**config.mk**
```make
export PLATFORM = sky130hd
export DESIGN_NAME = icache_dataram_arb
export DESIGN_NICKNAME = d
export VERILOG_FILES = /design/src/rtl/icache_dataram_arb.sv
export SDC_FILE = /design/constraint.sdc
export NUM_CORES = 1
export LEC_CHECK = 0
export ABC_CLOCK_PERIOD_IN_PS = 3510
export CAP_MARGIN = 20
export CORE_AREA = 2 2 417 419
export CTS_BUF_LIST = sky130_fd_sc_hd__clkbuf_8
export DETAILED_ROUTE_END_ITERATION = 12
export DIE_AREA = 0 0 419 421
export PLACE_DENSITY = 0.3
export SLEW_MARGIN = 40
export SYNTH_ARGS = -nofsm -noshare
export SYNTH_HDL_FRONTEND = slang
export SYNTH_SLANG_ARGS = --single-unit
```
**constraint.sdc**
```tcl
create_clock -name clk -period 3.51 [get_ports clk]
set_clock_uncertainty 0.2 [all_clocks]
set_input_delay 0.702 -clock clk [delete_from_list [all_inputs] [get_ports clk]]
set_output_delay 0.702 -clock clk [all_outputs]
set_load 0.02 [all_outputs]
```
**src/rtl/icache_dataram_arb.sv**
```systemverilog
// rtl/icache_dataram_arb.sv - single-port icache data RAM arbiter for hit reads and linefill writes
//
// Purpose: shares one single-port data RAM between hit-read bursts and
// linefill write bursts. A burst occupies the RAM for a whole line
// (BEAT_NUM beats). Linefills win ties until a waiting read has been
// passed over STARVE_MAX times.
//
// Ports:
//   clk, rst_n                       clock, synchronous active-low reset
//   dataram_rd_*                     hit-read request (vld/rdy, way, index)
//   linefill_*                       per-beat linefill write (vld/rdy, way,
//                                    index, mshr idx, beat data)
//   ram_en/we/way/addr/wdata/rdata   data RAM port, read data one cycle later
//   upstream_txdat_en/last/data      read beats returned upstream
//   linefill_done/linefill_done_idx  one-cycle pulse once a full line is written
module icache_dataram_arb #(
  parameter int INDEX_W     = 7,
  parameter int BEAT_NUM    = 4,
  parameter int BEAT_DATA_W = 256,
  parameter int MSHR_IDX_W  = 3,
  parameter int STARVE_MAX  = 4
) (
  input  logic                                 clk,
  input  logic                                 rst_n,
  input  logic                                 dataram_rd_vld,
  output logic                                 dataram_rd_rdy,
  input  logic                                 dataram_rd_way,
  input  logic [INDEX_W-1:0]                   dataram_rd_index,
  input  logic                                 linefill_beat_vld,
  output logic                                 linefill_beat_rdy,
  input  logic                                 linefill_way,
  input  logic [INDEX_W-1:0]                   linefill_index,
  input  logic [MSHR_IDX_W-1:0]                linefill_mshr_idx,
  input  logic [BEAT_DATA_W-1:0]               linefill_beat_data,
  output logic                                 ram_en,
  output logic                                 ram_we,
  output logic                                 ram_way,
  output logic [INDEX_W+$clog2(BEAT_NUM)-1:0]  ram_addr,
  output logic [BEAT_DATA_W-1:0]               ram_wdata,
  input  logic [BEAT_DATA_W-1:0]               ram_rdata,
  output logic                                 upstream_txdat_en,
  output logic                                 upstream_txdat_last,
  output logic [BEAT_DATA_W-1:0]               upstream_txdat_data,
  output logic                                 linefill_done,
  output logic [MSHR_IDX_W-1:0]                linefill_done_idx
);

  localparam int BEAT_W   = $clog2(BEAT_NUM);
  localparam int ADDR_W   = INDEX_W + BEAT_W;
  localparam int STARVE_W = $clog2(STARVE_MAX + 1);

  localparam logic [BEAT_W-1:0]   BEAT_ZERO  = '0;
  localparam logic [BEAT_W-1:0]   BEAT_ONE   = BEAT_W'(1);
  localparam logic [BEAT_W-1:0]   BEAT_LAST  = BEAT_W'(BEAT_NUM - 1);
  localparam logic [STARVE_W-1:0] STARVE_LIM = STARVE_W'(STARVE_MAX);
  localparam logic [STARVE_W-1:0] STARVE_ONE = STARVE_W'(1);

  typedef enum logic [1:0] {
    S_IDLE     = 2'd0,
    S_RD_BURST = 2'd1,
    S_WR_BURST = 2'd2
  } state_e;

  state_e                  state_q, state_d;
  logic [BEAT_W-1:0]       beat_q, beat_d;
  logic [STARVE_W-1:0]     starve_q, starve_d;
  logic                    rd_way_q, rd_way_d;
  logic [INDEX_W-1:0]      rd_index_q, rd_index_d;
  logic                    lf_way_q, lf_way_d;
  logic [INDEX_W-1:0]      lf_index_q, lf_index_d;
  logic [MSHR_IDX_W-1:0]   lf_mshr_q, lf_mshr_d;
  logic                    done_q, done_d;
  logic [MSHR_IDX_W-1:0]   done_idx_q, done_idx_d;
  logic                    tx_en_q, tx_en_d;
  logic                    tx_last_q, tx_last_d;
  logic                    hold_way_q, hold_way_d;
  logic [ADDR_W-1:0]       hold_addr_q, hold_addr_d;
  logic [BEAT_DATA_W-1:0]  hold_wdata_q, hold_wdata_d;

  // Arbitration, only meaningful in IDLE.
  logic rd_win, lf_win;
  // RAM access issued this cycle.
  logic                    acc_en, acc_we, acc_way, acc_last;
  logic [ADDR_W-1:0]       acc_addr;
  logic [BEAT_DATA_W-1:0]  acc_wdata;

  always_comb begin
    rd_win = dataram_rd_vld && (!linefill_beat_vld || (starve_q == STARVE_LIM));
    lf_win = linefill_beat_vld && !rd_win;
  end

  // State register and all other flops.
  always_ff @(posedge clk) begin
    if (!rst_n) begin
      state_q      <= S_IDLE;
      beat_q       <= '0;
      starve_q     <= '0;
      rd_way_q     <= 1'b0;
      rd_index_q   <= '0;
      lf_way_q     <= 1'b0;
      lf_index_q   <= '0;
      lf_mshr_q    <= '0;
      done_q       <= 1'b0;
      done_idx_q   <= '0;
      tx_en_q      <= 1'b0;
      tx_last_q    <= 1'b0;
      hold_way_q   <= 1'b0;
      hold_addr_q  <= '0;
      hold_wdata_q <= '0;
    end else begin
      state_q      <= state_d;
      beat_q       <= beat_d;
      starve_q     <= starve_d;
      rd_way_q     <= rd_way_d;
      rd_index_q   <= rd_index_d;
      lf_way_q     <= lf_way_d;
      lf_index_q   <= lf_index_d;
      lf_mshr_q    <= lf_mshr_d;
      done_q       <= done_d;
      done_idx_q   <= done_idx_d;
      tx_en_q      <= tx_en_d;
      tx_last_q    <= tx_last_d;
      hold_way_q   <= hold_way_d;
      hold_addr_q  <= hold_addr_d;
      hold_wdata_q <= hold_wdata_d;
    end
  end

  // RAM access for the current cycle. Beat 0 comes straight from the
  // requester's inputs in the grant cycle; later beats use latched targets.
  always_comb begin
    acc_en    = 1'b0;
    acc_we    = 1'b0;
    acc_last  = 1'b0;
    acc_way   = hold_way_q;
    acc_addr  = hold_addr_q;
    acc_wdata = hold_wdata_q;
    case (state_q)
      S_IDLE: begin
        if (rd_win) begin
          acc_en   = 1'b1;
          acc_way  = dataram_rd_way;
          acc_addr = {dataram_rd_index, BEAT_ZERO};
        end else if (lf_win) begin
          acc_en    = 1'b1;
          acc_we    = 1'b1;
          acc_way   = linefill_way;
          acc_addr  = {linefill_index, BEAT_ZERO};
          acc_wdata = linefill_beat_data;
        end
      end
      S_RD_BURST: begin
        acc_en   = 1'b1;
        acc_way  = rd_way_q;
        acc_addr = {rd_index_q, beat_q};
        acc_last = (beat_q == BEAT_LAST);
      end
      S_WR_BURST: begin
        if (linefill_beat_vld) begin
          acc_en    = 1'b1;
          acc_we    = 1'b1;
          acc_way   = lf_way_q;
          acc_addr  = {lf_index_q, beat_q};
          acc_wdata = linefill_beat_data;
          acc_last  = (beat_q == BEAT_LAST);
        end
      end
      default: ;
    endcase
    if (!rst_n) begin
      acc_en = 1'b0;
      acc_we = 1'b0;
    end
  end

  // Next-state logic.
  always_comb begin
    state_d      = state_q;
    beat_d       = beat_q;
    starve_d     = starve_q;
    rd_way_d     = rd_way_q;
    rd_index_d   = rd_index_q;
    lf_way_d     = lf_way_q;
    lf_index_d   = lf_index_q;
    lf_mshr_d    = lf_mshr_q;
    done_d       = 1'b0;
    done_idx_d   = done_idx_q;
    tx_en_d      = acc_en && !acc_we;
    tx_last_d    = acc_en && !acc_we && acc_last;
    hold_way_d   = acc_en ? acc_way   : hold_way_q;
    hold_addr_d  = acc_en ? acc_addr  : hold_addr_q;
    hold_wdata_d = acc_en ? acc_wdata : hold_wdata_q;
    case (state_q)
      S_IDLE: begin
        if (rd_win) begin
          state_d    = S_RD_BURST;
          beat_d     = BEAT_ONE;
          starve_d   = '0;
          rd_way_d   = dataram_rd_way;
          rd_index_d = dataram_rd_index;
        end else if (lf_win) begin
          state_d    = S_WR_BURST;
          beat_d     = BEAT_ONE;
          lf_way_d   = linefill_way;
          lf_index_d = linefill_index;
          lf_mshr_d  = linefill_mshr_idx;
          // Count only grants that actually made a read wait.
          if (dataram_rd_vld && (starve_q != STARVE_LIM)) begin
            starve_d = starve_q + STARVE_ONE;
          end
        end
      end
      S_RD_BURST: begin
        beat_d = beat_q + BEAT_ONE;
        if (beat_q == BEAT_LAST) begin
          state_d = S_IDLE;
        end
      end
      S_WR_BURST: begin
        if (linefill_beat_vld) begin
          beat_d = beat_q + BEAT_ONE;
          if (beat_q == BEAT_LAST) begin
            state_d    = S_IDLE;
            done_d     = 1'b1;
            done_idx_d = lf_mshr_q;
          end
        end
      end
      default: state_d = S_IDLE;
    endcase
  end

  // Outputs; everything reads as zero while reset is held.
  always_comb begin
    dataram_rd_rdy      = rst_n && (state_q == S_IDLE) && rd_win;
    linefill_beat_rdy   = rst_n && (((state_q == S_IDLE) && lf_win) || (state_q == S_WR_BURST));
    ram_en              = acc_en;
    ram_we              = acc_we;
    ram_way             = rst_n ? acc_way : 1'b0;
    ram_addr            = rst_n ? acc_addr : '0;
    ram_wdata           = rst_n ? acc_wdata : '0;
    upstream_txdat_en   = rst_n && tx_en_q;
    upstream_txdat_last = rst_n && tx_last_q;
    upstream_txdat_data = rst_n ? ram_rdata : '0;
    linefill_done       = rst_n && done_q;
    linefill_done_idx   = rst_n ? done_idx_q : '0;
  end

endmodule

```
=== Word-level counts from Yosys, hierarchy flattened ===
Cells that the tools add are included.

* Bits of input ports: 535
* Output and inout bits: 532
* Word-level logic and storage cells: 93
* Flip-flop bits (word level): 298

* Equal/unequal tests: 7
* $add $sub $neg: 2
* Bitwise logic cells: 1
* Reduce and logical (&&, ||, !) cells: 28
* Multiplexer cells: 40

{| class="wikitable"
|+ Operator list
! cell !! number
|-
| $mux 256 || 5
|-
| $pmux 256 s2 || 1
|-
| $mux 9 || 4
|-
| $pmux 9 s3 || 1
|-
| $reduce_and 3->1 || 5
|-
| $mux 2 || 7
|-
| $logic_and 1x1->1 || 12
|-
| $mux 1 || 12
|-
| $mux 3 || 4
|-
| $pmux 2 s3 || 2
|-
| $ne 3x3->1 const B || 2
|-
| $pmux 1 s3 || 2
|-
| $eq 2x2->1 const B || 2
|-
| $pmux 1 s2 || 2
|-
| $reduce_and 2->1 || 2
|-
| $reduce_bool 2->1 || 2
|-
| $add 3x1->3 const B || 1
|-
| $eq 3x3->1 const B || 1
|-
| $logic_not 1->1 || 3
|-
| $reduce_bool 3->1 || 1
|-
| $add 2x1->2 const B || 1
|-
| $eq 2x1->1 const B || 1
|-
| $logic_not 2->1 || 1
|-
| $logic_or 1x1->1 || 2
|-
| 2 further kinds || 2
|}

=== Logic depth before layout (Yosys ltp) ===
Gate-level depths: netlist of run 1.

* Word-level depth: 12
* Mapped depth: 10
* Mapped depth without buffers: 7

=== Least setup slack after synthesis of run 1 ===
OpenSTA, ideal clock, no wires.

* Path kind: in2out
* Start point: in dataram_rd_vld
* End point: out ram_wdata[195]
* Stages: 8
* Path buffers: 4
* Slack: 0.595 ns
* Required time: 2.608 ns
* Arrival: 2.013 ns
* Cell sequence: and3_1 buf_2 o21ai_1 buf_4 buf_2 buf_2 a22oi_1 nor2_1

* Word-level cells in the longest chain between the ends: 7

{| class="wikitable"
|+ RTL lines
! element !! line !! source
|-
| start: declaration || 25 || <nowiki>input logic dataram_rd_vld,</nowiki>
|-
| $logic_and 1x1->1 (*) || 88 || <nowiki>rd_win = dataram_rd_vld && (!linefill_beat_vld || (starve_q == STARVE_LIM));</nowiki>
|-
| $logic_not 1->1 || 89 || <nowiki>lf_win = linefill_beat_vld && !rd_win;</nowiki>
|-
| $logic_and 1x1->1 || 89 ||
|-
| $mux 256 || 144 || <nowiki>end else if (lf_win) begin</nowiki>
|-
| $mux 256 (*) || 140 || <nowiki>if (rd_win) begin</nowiki>
|-
| $pmux 256 s2 (*) || 138 || <nowiki>case (state_q)</nowiki>
|-
| $mux 256 (*) || 241 || <nowiki>ram_wdata = rst_n ? acc_wdata : '0;</nowiki>
|-
| end: declaration || 39 || <nowiki>output logic [BEAT_DATA_W-1:0] ram_wdata,</nowiki>
|}

Mark *: on every way between the ends. The rest lies on a longest branch, timed or not.

=== Final worst setup path of run 1 ===
* Start point: reg state_q[1]
* End point: out ram_wdata[125]

* Word-level cells in the longest chain between the ends: 3
* Elaborated cells on any way between the ends: 4
* Those cells by class: 1 x eq/ne; 2 x mux; 1 x reduce/logical

{| class="wikitable"
|+ RTL lines
! element !! line !! source
|-
| start: declaration || 64 || <nowiki>state_e state_q, state_d;</nowiki>
|-
| start signal: assignment || 111 || <nowiki>state_q <= state_d;</nowiki>
|-
| $eq 2x2->1 or $logic_not 2->1 (tied branches) || 138 ||
|-
| $pmux 256 s2 (*) || 138 ||
|-
| $mux 256 (*) || 241 ||
|}

Marks and branches as above.

==> metrics, run 1 <==
setup slack at placement=-502 ps; post-synthesis simple-gate area fraction=19.9%; post-synthesis sequential area ratio=38.9%; Initial Util=under 10%; Synth Area in Adders=0.653%; fin. max-slew vios=0; pin count of the biggest net entering global routing=86; yosys warns=0; CP required=2610 ps; Vias=19,900; final setup vio count=133; # IOs=~1,100; clk sinks=298; min-delay worst type=input port to flop; post-layout util=a little over 20%; CP top delay family=buffers and inverters; Die Ht=421 µm; Max-Cap Viols=0; Area growth syn-to-layout=130%; Placed Cells incl. Taps=5,114; Final min period=3610 ps; Final #Nets=3,565; die area=~0.18 mm²; Syn Nets=between 2,000 and 2,500; crit path kind=flop to output pin; number of flops mapped to enable cells by yosys=0; Power, Total=just under 20 mW; critical path arrival=roughly 2700 ps; area of the multi-input gates=0.00970 mm²; Reg clk slew, reported paths=around 60 ps; Iter 0 DRT Violations=796; worst path cell trace=inv_4 -> ha_4 -> nand2_4 -> o21ai_4 -> buf_12 -> buf_16 -> buf_12 -> buf_8 -> buf_6 -> a22oi_2 -> nor2_1 -> buf_4; Final Hold Viols=0; synthesized area=0.0153 mm²; CTS tree=built; Mapped Cells=about 1,800; Cell variety after synth=48; fin crit share=103%; CP max stage cell=dfxtp_4; largest cells by area after synthesis=dfxtp_1, a32o_1, a22oi_1, and2_1, nor2_1; Worst Setup End Kind=output pin; Syn Area/Cell=8.72 µm²; Max Fclk=0.277 GHz; wire per inst=approximately 24 µm; vias in the first global route=approximately 20,000; cell area after placement=about 0.030 mm²; H-tree levels=3; top-area cell type share of the netlist area=between 30% and 40%; Rows=153; Leak=13.1 nW; cell mode on critical path=buf_12; DRC violations left=0; run status=finished, violations left; initial antenna violation count=18; layout cell share with drive strength beyond 1=between 30% and 40%; commonest non-fill, non-tap cell in the layout=clkdlybuf4s50_1; critical path peak fanout=7; main combinational cell family by area after synthesis=compound AO/OA/AOI/OAI gates; Worst-Skew Late Latency=730 ps; drt pass-1 iters=6; Buf/Inv on CP=7; input/output buffers=1,066; unrepaired setup endpoints after global routing=true; fin worst setup slack=-95.0 ps; GRT Total Usage=13.7%; GP Congestion=0.806; first-pass GRT wire length=170,000 µm; ys flop type=dfxtp_1; xor and xnor fraction of the mapped netlist area=0.0571%; Compound-Gate Fraction of Synth Area=33.2%; CP Launch Type=flop; GRT Residual Overflow=0; Peak VDD IR=0.245 mV; violated checks=negative setup slack; Yosys reg bits=298; register area=approximately 0.006 mm²; CP max stage delay=around 360 ps; mux contribution to synthesized area=0.351%; fill cell count=19,100; Finished Cell Area=0.0353 mm²; Worst-Margin Slew=557 ps; most frequent cells in the layout=clkdlybuf4s50_1, buf_4, dfxtp_1, and2_1, a32o_1; Max-slew headroom=62.8%; area leader, netlist=dfxtp_1; clock root buffer=clkbuf_8; Num CTS Buffers=69; Antenna Nets Post-Route=0; Clock Path Buffers=3; Non-Filler Instances=5,402; hold-fix buffers at CTS=0; Routed WL=130,000 µm; die width=419 µm; Post-synth ARST share=0%; Vias/cell=around 3.7; CORE AREA=0.172 mm²; PwrDens=~550 mW/mm²; Post-DP HPWL=96,200 µm
per-layer routing:
layer,GRT usage [%],wire length [µm],vias to the layer above
met5,0,35,-
met4,5.22,4930,6
met3,3.00,7190,165
met2,27.1,72500,661
met1,13.8,45300,9902
li1,-,-,9155
sequential cells by signal (all words and copies together), names as in the netlist, 2 cells and up:
| register | flops |
|---|---|
| beat_q | 2 |
| rd_index_q | 7 |
| state_q | 2 |
| hold_addr_q | 9 |
| hold_wdata_q | 256 |
| lf_index_q | 7 |
| starve_q | 3 |
| lf_mshr_q | 3 |
| done_idx_q | 3 |
cells in the mapped netlist, types with 3 or more instances:
| master | n |
|---|---|
| a22oi_1 | 256 |
| nor2_1 | 268 |
| dfxtp_1 | 298 |
| buf_2 | 67 |
| a32o_1 | 256 |
| a221oi_1 | 3 |
| o21ai_0 | 22 |
| buf_6 | 7 |
| nor3b_1 | 4 |
| clkbuf_1 | 111 |
| and3_1 | 5 |
| a2111oi_0 | 4 |
| and2_1 | 264 |
| ha_1 | 8 |
| a221o_1 | 6 |
| inv_1 | 7 |
| a21oi_1 | 45 |
| mux2_2 | 3 |
| nand2_1 | 55 |
| nand3_1 | 6 |
| buf_1 | 5 |
| buf_4 | 24 |
cell families (layout without fill, tap and decap cells):
family | count (synthesis) | after routing
XOR/XNOR | 1 | 1
adder cells (fa/ha/maj) | 8 | 8
multiplexers | 5 | 5
AO/OA/AOI/OAI | 608 | 608
AND/OR/NAND/NOR | 615 | 615
flip-flops | 298 | 298
other | 0 | 12
buffers and inverters | 223 | 1530
worst min-delay path: cells and delay by family:
kind / cells / cell delay, ps
AOI/OAI and AO/OA: 1 / 50
buffers and inverters: 2 / 220
final timing paths:
path | start | end | slack, ps | cells past startpoint
worst min-delay path | rst_n | hold_addr_q[1] | 120 | 3
worst max-delay path | state_q[1] | ram_wdata[125] | -100 | 12
worst min register to register | rd_index_q[0] | rd_index_q[0] | 250 | 2
worst max register to register | state_q[0] | hold_wdata_q[53] | 980 | 10
timing repair:
action | in CTS | in global routing
setup endpoints to repair | 269 | 267
pin swaps | 118 | 250
buffers inserted | 78 | 65
resized for setup | 1046 | 327
cloned | 25 | 18
where the power goes:
group | switching, mW | internal (mW)
sequential | 0.383 | 3.99
combinational | 5.23 | 5.69
clock | 1.89 | 2.18
metrics by stage:
stage	TNS [ps]	hold slack, ps
after global routing	-46040	47.0
after floorplan	0	232
after global placement	-77100	244
final	-4650	123
after CTS	-35470	21.8
after detailed placement	-79270	247
cell type report:
type | count | share of cell area (%)
Antenna cell | 12 | 0.0851
Clock buffer | 82 | 3.20
Clock inverter | 32 | 0.528
Inverter | 8 | 0.152
Multi-Input combinational cell | 1237 | 27.5
Sequential cell | 298 | 16.9
Tap cell | 2325 | 8.24
Timing Repair Buffer | 1408 | 43.4
No activity file was read; power rests on OpenSTA's default activity.
==> inputs of run 2 (changes only) <==
--- a/config.mk
+++ b/config.mk
@@ -16,3 +16,4 @@
 export SYNTH_ARGS = -nofsm -noshare
 export SYNTH_HDL_FRONTEND = slang
 export SYNTH_SLANG_ARGS = --single-unit
+export TNS_END_PERCENT = 1
==> run 2 against run 1 <==
  * The flow still finishes with violations (negative setup slack)
  * Sequential share of layout area up 1.3 points
  * Final area down 7.1%
  * Global-route usage down 0.33 points
  * Utilization down 1.4 points
  * Cell count down 1.7%
  * Non-clock buffer count down 93
  * Clock power about the same
  * Sequential power down 2%
  * Via count down 2.1%
  * Die area unchanged
  * First-iteration DRC count up 25%
  * Flip-flop and latch count unchanged
  * Critical path type unchanged
  * Highest routed layer unchanged
==> metrics, run 2 (synthesis gave the netlist of run 1 again) <==
run status=finished, violations left; violated checks=negative setup slack; Clock power frac=23.2% (+2.2 points); Peak VDD IR=0.249 mV (+1.5%); die width=419 µm (unchanged); max reg flops=256 (unchanged); Vias/cell=3.67 (-0.43%); Finished Cell Area=0.0328 mm² (-7.1%); Antenna Nets Post-Route=0 (unchanged); initial antenna violation count=20 (+2); Iter 0 DRT Violations=997 (+25%); unrepaired setup endpoints after global routing=true; Placed Cells incl. Taps=5,114 (unchanged); pin count of the biggest net entering global routing=86 (unchanged); Top reg by flops=hold_wdata_q; Num CTS Buffers=69 (unchanged); GP Congestion=0.806 (unchanged); Pint=10.7 mW (-9.6%); Initial Util=8.89% (unchanged); most frequent cells in the layout=clkdlybuf4s50_1, buf_4, dfxtp_1, and2_1, a32o_1; Worst-Skew Late Latency=730 ps (about the same); Clock Path Buffers=3 (unchanged); Non-Filler Instances=5,309 (-1.7%); layout cell share with drive strength beyond 1=25.4% (-9.3 points); Post-DP HPWL=96,200 µm (unchanged); Routed WL=126,000 µm (-3.0%); fin. max-slew vios=0 (unchanged); GRT Total Usage=13.4% (-0.33 points); fin worst setup slack=-132 ps (-37.3 ps); Vias=19,500 (-2.1%); Max-slew headroom=62.6% (-0.16 points); CP Launch Type=flop; Area growth syn-to-layout=114%; clk sinks=298 (unchanged); sw frac=39.1% (+0.39 points); Max Fclk=0.275 GHz (-1.0%); clock root buffer=clkbuf_8; cell area after placement=0.0301 mm² (unchanged); Worst-Margin Slew=559 ps (+2.44 ps); critical path peak fanout=8 (+1); # IOs=1,067 (unchanged); final setup vio count=156 (+17%); GRT Residual Overflow=0 (unchanged); Final #Nets=3,472 (-2.6%); largest registers=hold_wdata_q: 256 flops, hold_addr_q: 9 flops; first-pass GRT wire length=166,000 µm (-2.4%); Max-Cap Viols=0 (unchanged); Final min period=3640 ps (+37.3 ps); wire per inst=23.7 µm (-1.3%); vias in the first global route=19,300 (-2.8%); NetSw=6.89 mW (-8.2%); CTS tree=built; CP required=2610 ps (about the same); min-delay worst type=input port to flop; fraction of power consumed by sequential logic=24.5% (+1.9 points); Final Hold Viols=0 (unchanged); CORE AREA=0.172 mm² (unchanged); setup slack at placement=-502 ps (unchanged); DRC violations left=0 (unchanged); commonest non-fill, non-tap cell in the layout=clkdlybuf4s50_1; H-tree levels=3 (unchanged); Leak=12.3 nW (-6.1%); fin crit share=104% (+1.1 points); PwrDens=537 mW/mm² (-2.1%); Comb pwr share=52.3% (-4.1 points); die area=0.176 mm² (unchanged); Die Ht=421 µm (unchanged); Rows=153 (unchanged); Worst Setup End Kind=output pin; Reg clk slew, reported paths=60 ps (about the same); crit path kind=flop to output pin; input/output buffers=1,066 (unchanged); critical path arrival=2740 ps (+40 ps); drt pass-1 iters=5 (-1); post-layout util=19.0% (-1.4 points)
[run 2: critical path, cell delays in order (launching register included)]
cell and delay (ps):
dfxtp_2 330, inv_2 60, ha_4 170, buf_6 130, nand2_4 70, o21ai_4 60
buf_12 150, buf_16 160, buf_4 170, buf_6 130, a22oi_2 310, nor2_2 90
buf_6 150
[run 2: per-layer routing]
metal	GRT usage, %	vias up	wire (µm)
met3	3.08	145	7190
met4	4.86	8	3990
met1	13.3	9665	44000
met5	0	-	55
met2	26.6	675	70800
li1	-	8969	-
[run 2: layout make-up]
class / instances / area (µm²)
multi-input cells: 1237 / 8660
clock inverters: 32 / 186
flip-flops and latches: 298 / 5970
clock buffers: 82 / 1130
inverters: 8 / 51.3
fillers: 19300 / 140000
diodes: 12 / 30.0
well taps: 2325 / 2910
repair buffers: 1315 / 13900
[run 2: repair_timing]
action,CTS,global route
gates cloned,11,8
pin swaps,18,35
setup buffers,16,37
endpoints found under the setup margin,269,268
resized for setup,881,137
hold buffers,0,0
[run 2: final timing paths]
kind | slack (ps) | end | start | depth (start not counted)
hold / removal | 120 | hold_addr_q[1] | rst_n | 3
setup / recovery | -130 | ram_wdata[215] | state_q[0] | 12
hold reg to reg | 250 | rd_index_q[0] | rd_index_q[0] | 2
setup reg to reg | 980 | hold_wdata_q[9] | state_q[0] | 10
[run 2: metrics by stage]
step	TNS (ps)	hold slack, ps	power (mW)
6_report	-5830	122	17.6
5_1_grt	-51010	47.2	18.6
4_1_cts	-38690	21.8	17.4
3_5_place_dp	-79270	247	12.4
3_3_place_gp	-77100	244	12.4
2_1_floorplan	0	232	8.07
[run 2: power groups by stage]
stage                     Sequential, mW  Clock (mW)  Combinational, mW
after floorplan                     4.28           0               3.78
after global placement              4.36           0               8.04
after detailed placement            4.35           0               8.02
after CTS                           4.30        4.35               8.78
after global routing                4.38        4.46               9.80
final                               4.31        4.08               9.21
==> edit, RTL diff (settings of run 1) <==
Register the output `upstream_txdat_data`, cleared by the reset; this adds one clock of latency there. The other outputs are not delayed to match.
--- a/src/rtl/icache_dataram_arb.sv
+++ b/src/rtl/icache_dataram_arb.sv
@@ -61,6 +61,8 @@
     S_WR_BURST = 2'd2
   } state_e;
 
+  logic [BEAT_DATA_W-1:0] upstream_txdat_data_d;
+
   state_e                  state_q, state_d;
   logic [BEAT_W-1:0]       beat_q, beat_d;
   logic [STARVE_W-1:0]     starve_q, starve_d;
@@ -241,10 +243,18 @@
     ram_wdata           = rst_n ? acc_wdata : '0;
     upstream_txdat_en   = rst_n && tx_en_q;
     upstream_txdat_last = rst_n && tx_last_q;
-    upstream_txdat_data = rst_n ? ram_rdata : '0;
+    upstream_txdat_data_d = rst_n ? ram_rdata : '0;
     linefill_done       = rst_n && done_q;
     linefill_done_idx   = rst_n ? done_idx_q : '0;
   end
 
+  always_ff @(posedge clk) begin
+    if (!rst_n) begin
+      upstream_txdat_data <= '0;
+    end else begin
+      upstream_txdat_data <= upstream_txdat_data_d;
+    end
+  end
+
 endmodule
 
Check against the original RTL: not settled (the Yosys comparison gave no result); the edit may change what the design does.
==> edit against run 1 <==
The run still ends with negative setup slack left; die area did not move; cell count rose by 6.5%; highest routed layer unchanged; hold slack improved by 0.094 ns; total power rose by 32%; setup slack got worse by 0.11 ns; design area rose by 18%; register-to-register slack got worse by 0.08 ns; first-iteration DRC count rose by 11%; routed wire length fell by 2.1%; area after synthesis rose by 34%; sequential cell count rose by 256.
==> edit: results (changes against run 1) <==
- Largest net degree at the start of global routing: 205 (+140%)
- Failing checks: negative setup slack
- Sequential share of the synthesized area: 53.86% (+15 points)
- Number of global-route vias before repair: 22610 (+14%)
- FF-to-FF End: hold_wdata_q[73]
- Layout cells sized above 1: 32.07% (-2.7 points)
- Synth cell types: 37 (-23%)
- Clk_lat worst skew: 0.86 ns (+0.13 ns)
- Total wire length: 127200 µm (-2.1%)
- Final HPWL DP: 90700 µm (-5.7%)
- R2r worst-path depth: 13 (+3)
- Commonest cells in the netlist: dfxtp_1, nor2_1, and2_1, a32o_1, a22oi_1
- Reg2Reg Setup Slack: 0.90 ns (-0.08 ns)
- Syn_nets: 2568 (+12%)
- Drt pass-1 iters: 5 (-1)
- Gpl congestion: 0.8124 (+0.82%)
- Final worst setup slack: -0.2055 ns (-0.1105 ns)
- Initial DRC count: 885 (+11%)
- Max_slew headroom: 47.11% (-16 points)
- Gr usage total: 14.01% (+0.26 points)
- # setup viols final: 250 (+88%)
- Via Count: 21690 (+9.1%)
- Critical path fanouts, max: 10 (+3)
- Largest cells by area after synthesis: dfxtp_1, a32o_1, a22oi_1
- CP endpoint: ram_wdata[61]
- Critical path origin: starve_q[0]
- Nets: 3857 (+8.2%)
- Status: finished with violations
- Setup WS pre-CTS: -0.5521 ns (-0.04989 ns)
-- edit: cell count changes after synthesis, moves of 17 or more --
cell      delta
buf_4       -18
clkbuf_1    -29
nand3_1     +17
buf_2       +37
dfxtp_1    +256
buf_6       +20
-- edit: layout make-up --
cell class	count	area [µm²]	share of cell area [%]
antenna	19	47.55	0.1145
clock inverter	68	356.6	0.8585
sequential	554	11090	26.71
tap	2325	2909	7.004
inverter	8	45.04	0.1084
timing repair buffer	1390	15170	36.52
multi-input combinational	1243	9876	23.78
clock buffer	148	2037	4.904
-- edit: logic make-up (layout without fill, tap and decap cells) --
family | after synthesis | after routing | share of synthesized area (%)
flip-flops | 554 | 554 | 53.86
buffers and inverters | 228 | 1614 | 5.882
multiplexers | 12 | 12 | 0.5894
AND/OR/NAND/NOR | 630 | 630 | 15.00
other | 0 | 19 | 0
adder cells (fa/ha/maj) | 8 | 8 | 0.4861
AO/OA/AOI/OAI | 593 | 593 | 24.18
-- edit: where the power goes --
group          internal [µW]  total [µW]  switching [µW]
Clock                   3910        7210            3300
Combinational           5600       10800            5190
Sequential              7050        7480             434
-- edit: critical path, cell delays in order, from the launching register on --
cell     delay (ns)
dfxtp_2        0.34
inv_2          0.04
ha_4           0.15
and3_4         0.19
o21ai_4        0.21
buf_12         0.19
buf_16         0.17
buf_12         0.13
buf_16         0.13
a22oi_2        0.08
nor2_1         0.14
buf_4          0.16
-- edit: worst min path at each step --
stage	start	endpoint	slack, ns	cells past startpoint
global route	ram_rdata[250]	upstream_txdat_data[250]	0.12	2
finish	ram_rdata[250]	upstream_txdat_data[250]	0.22	2
detailed placement	rd_index_q[1]	rd_index_q[1]	0.25	2
floorplan	lf_mshr_q[0]	lf_mshr_q[0]	0.24	2
CTS	ram_rdata[250]	upstream_txdat_data[250]	0.03	2
global placement	rd_index_q[0]	rd_index_q[0]	0.25	2
-- edit: layer usage --
metal  track usage [%]  share of wire (%)
met1             15.15                 38
met4             6.342                3.4
met3             4.721                7.4
met5                 0              0.097
met2             24.51                 51
-- edit: through the flow --
stage          hold slack, ns  cells  setup TNS, ns  instance area (µm²)
2_1_floorplan          0.2357   2025              0                20590
3_3_place_gp           0.2452   5348         -81.75                34940
3_5_place_dp           0.2472   5348         -79.69                34940
4_1_cts               0.02953   5725         -86.64                40900
5_1_grt                0.1179   5754         -75.16                41530
6_report               0.2165   5755         -22.25                41530
-- edit: what timing repair did --
action	4_1_cts	5_1_grt
resized for setup	1154	220
buffers inserted	127	41
pin swaps	143	222
hold buffers	3	0
cloned	37	7
hold endpoints to repair	13	0
setup endpoints to repair	269	269
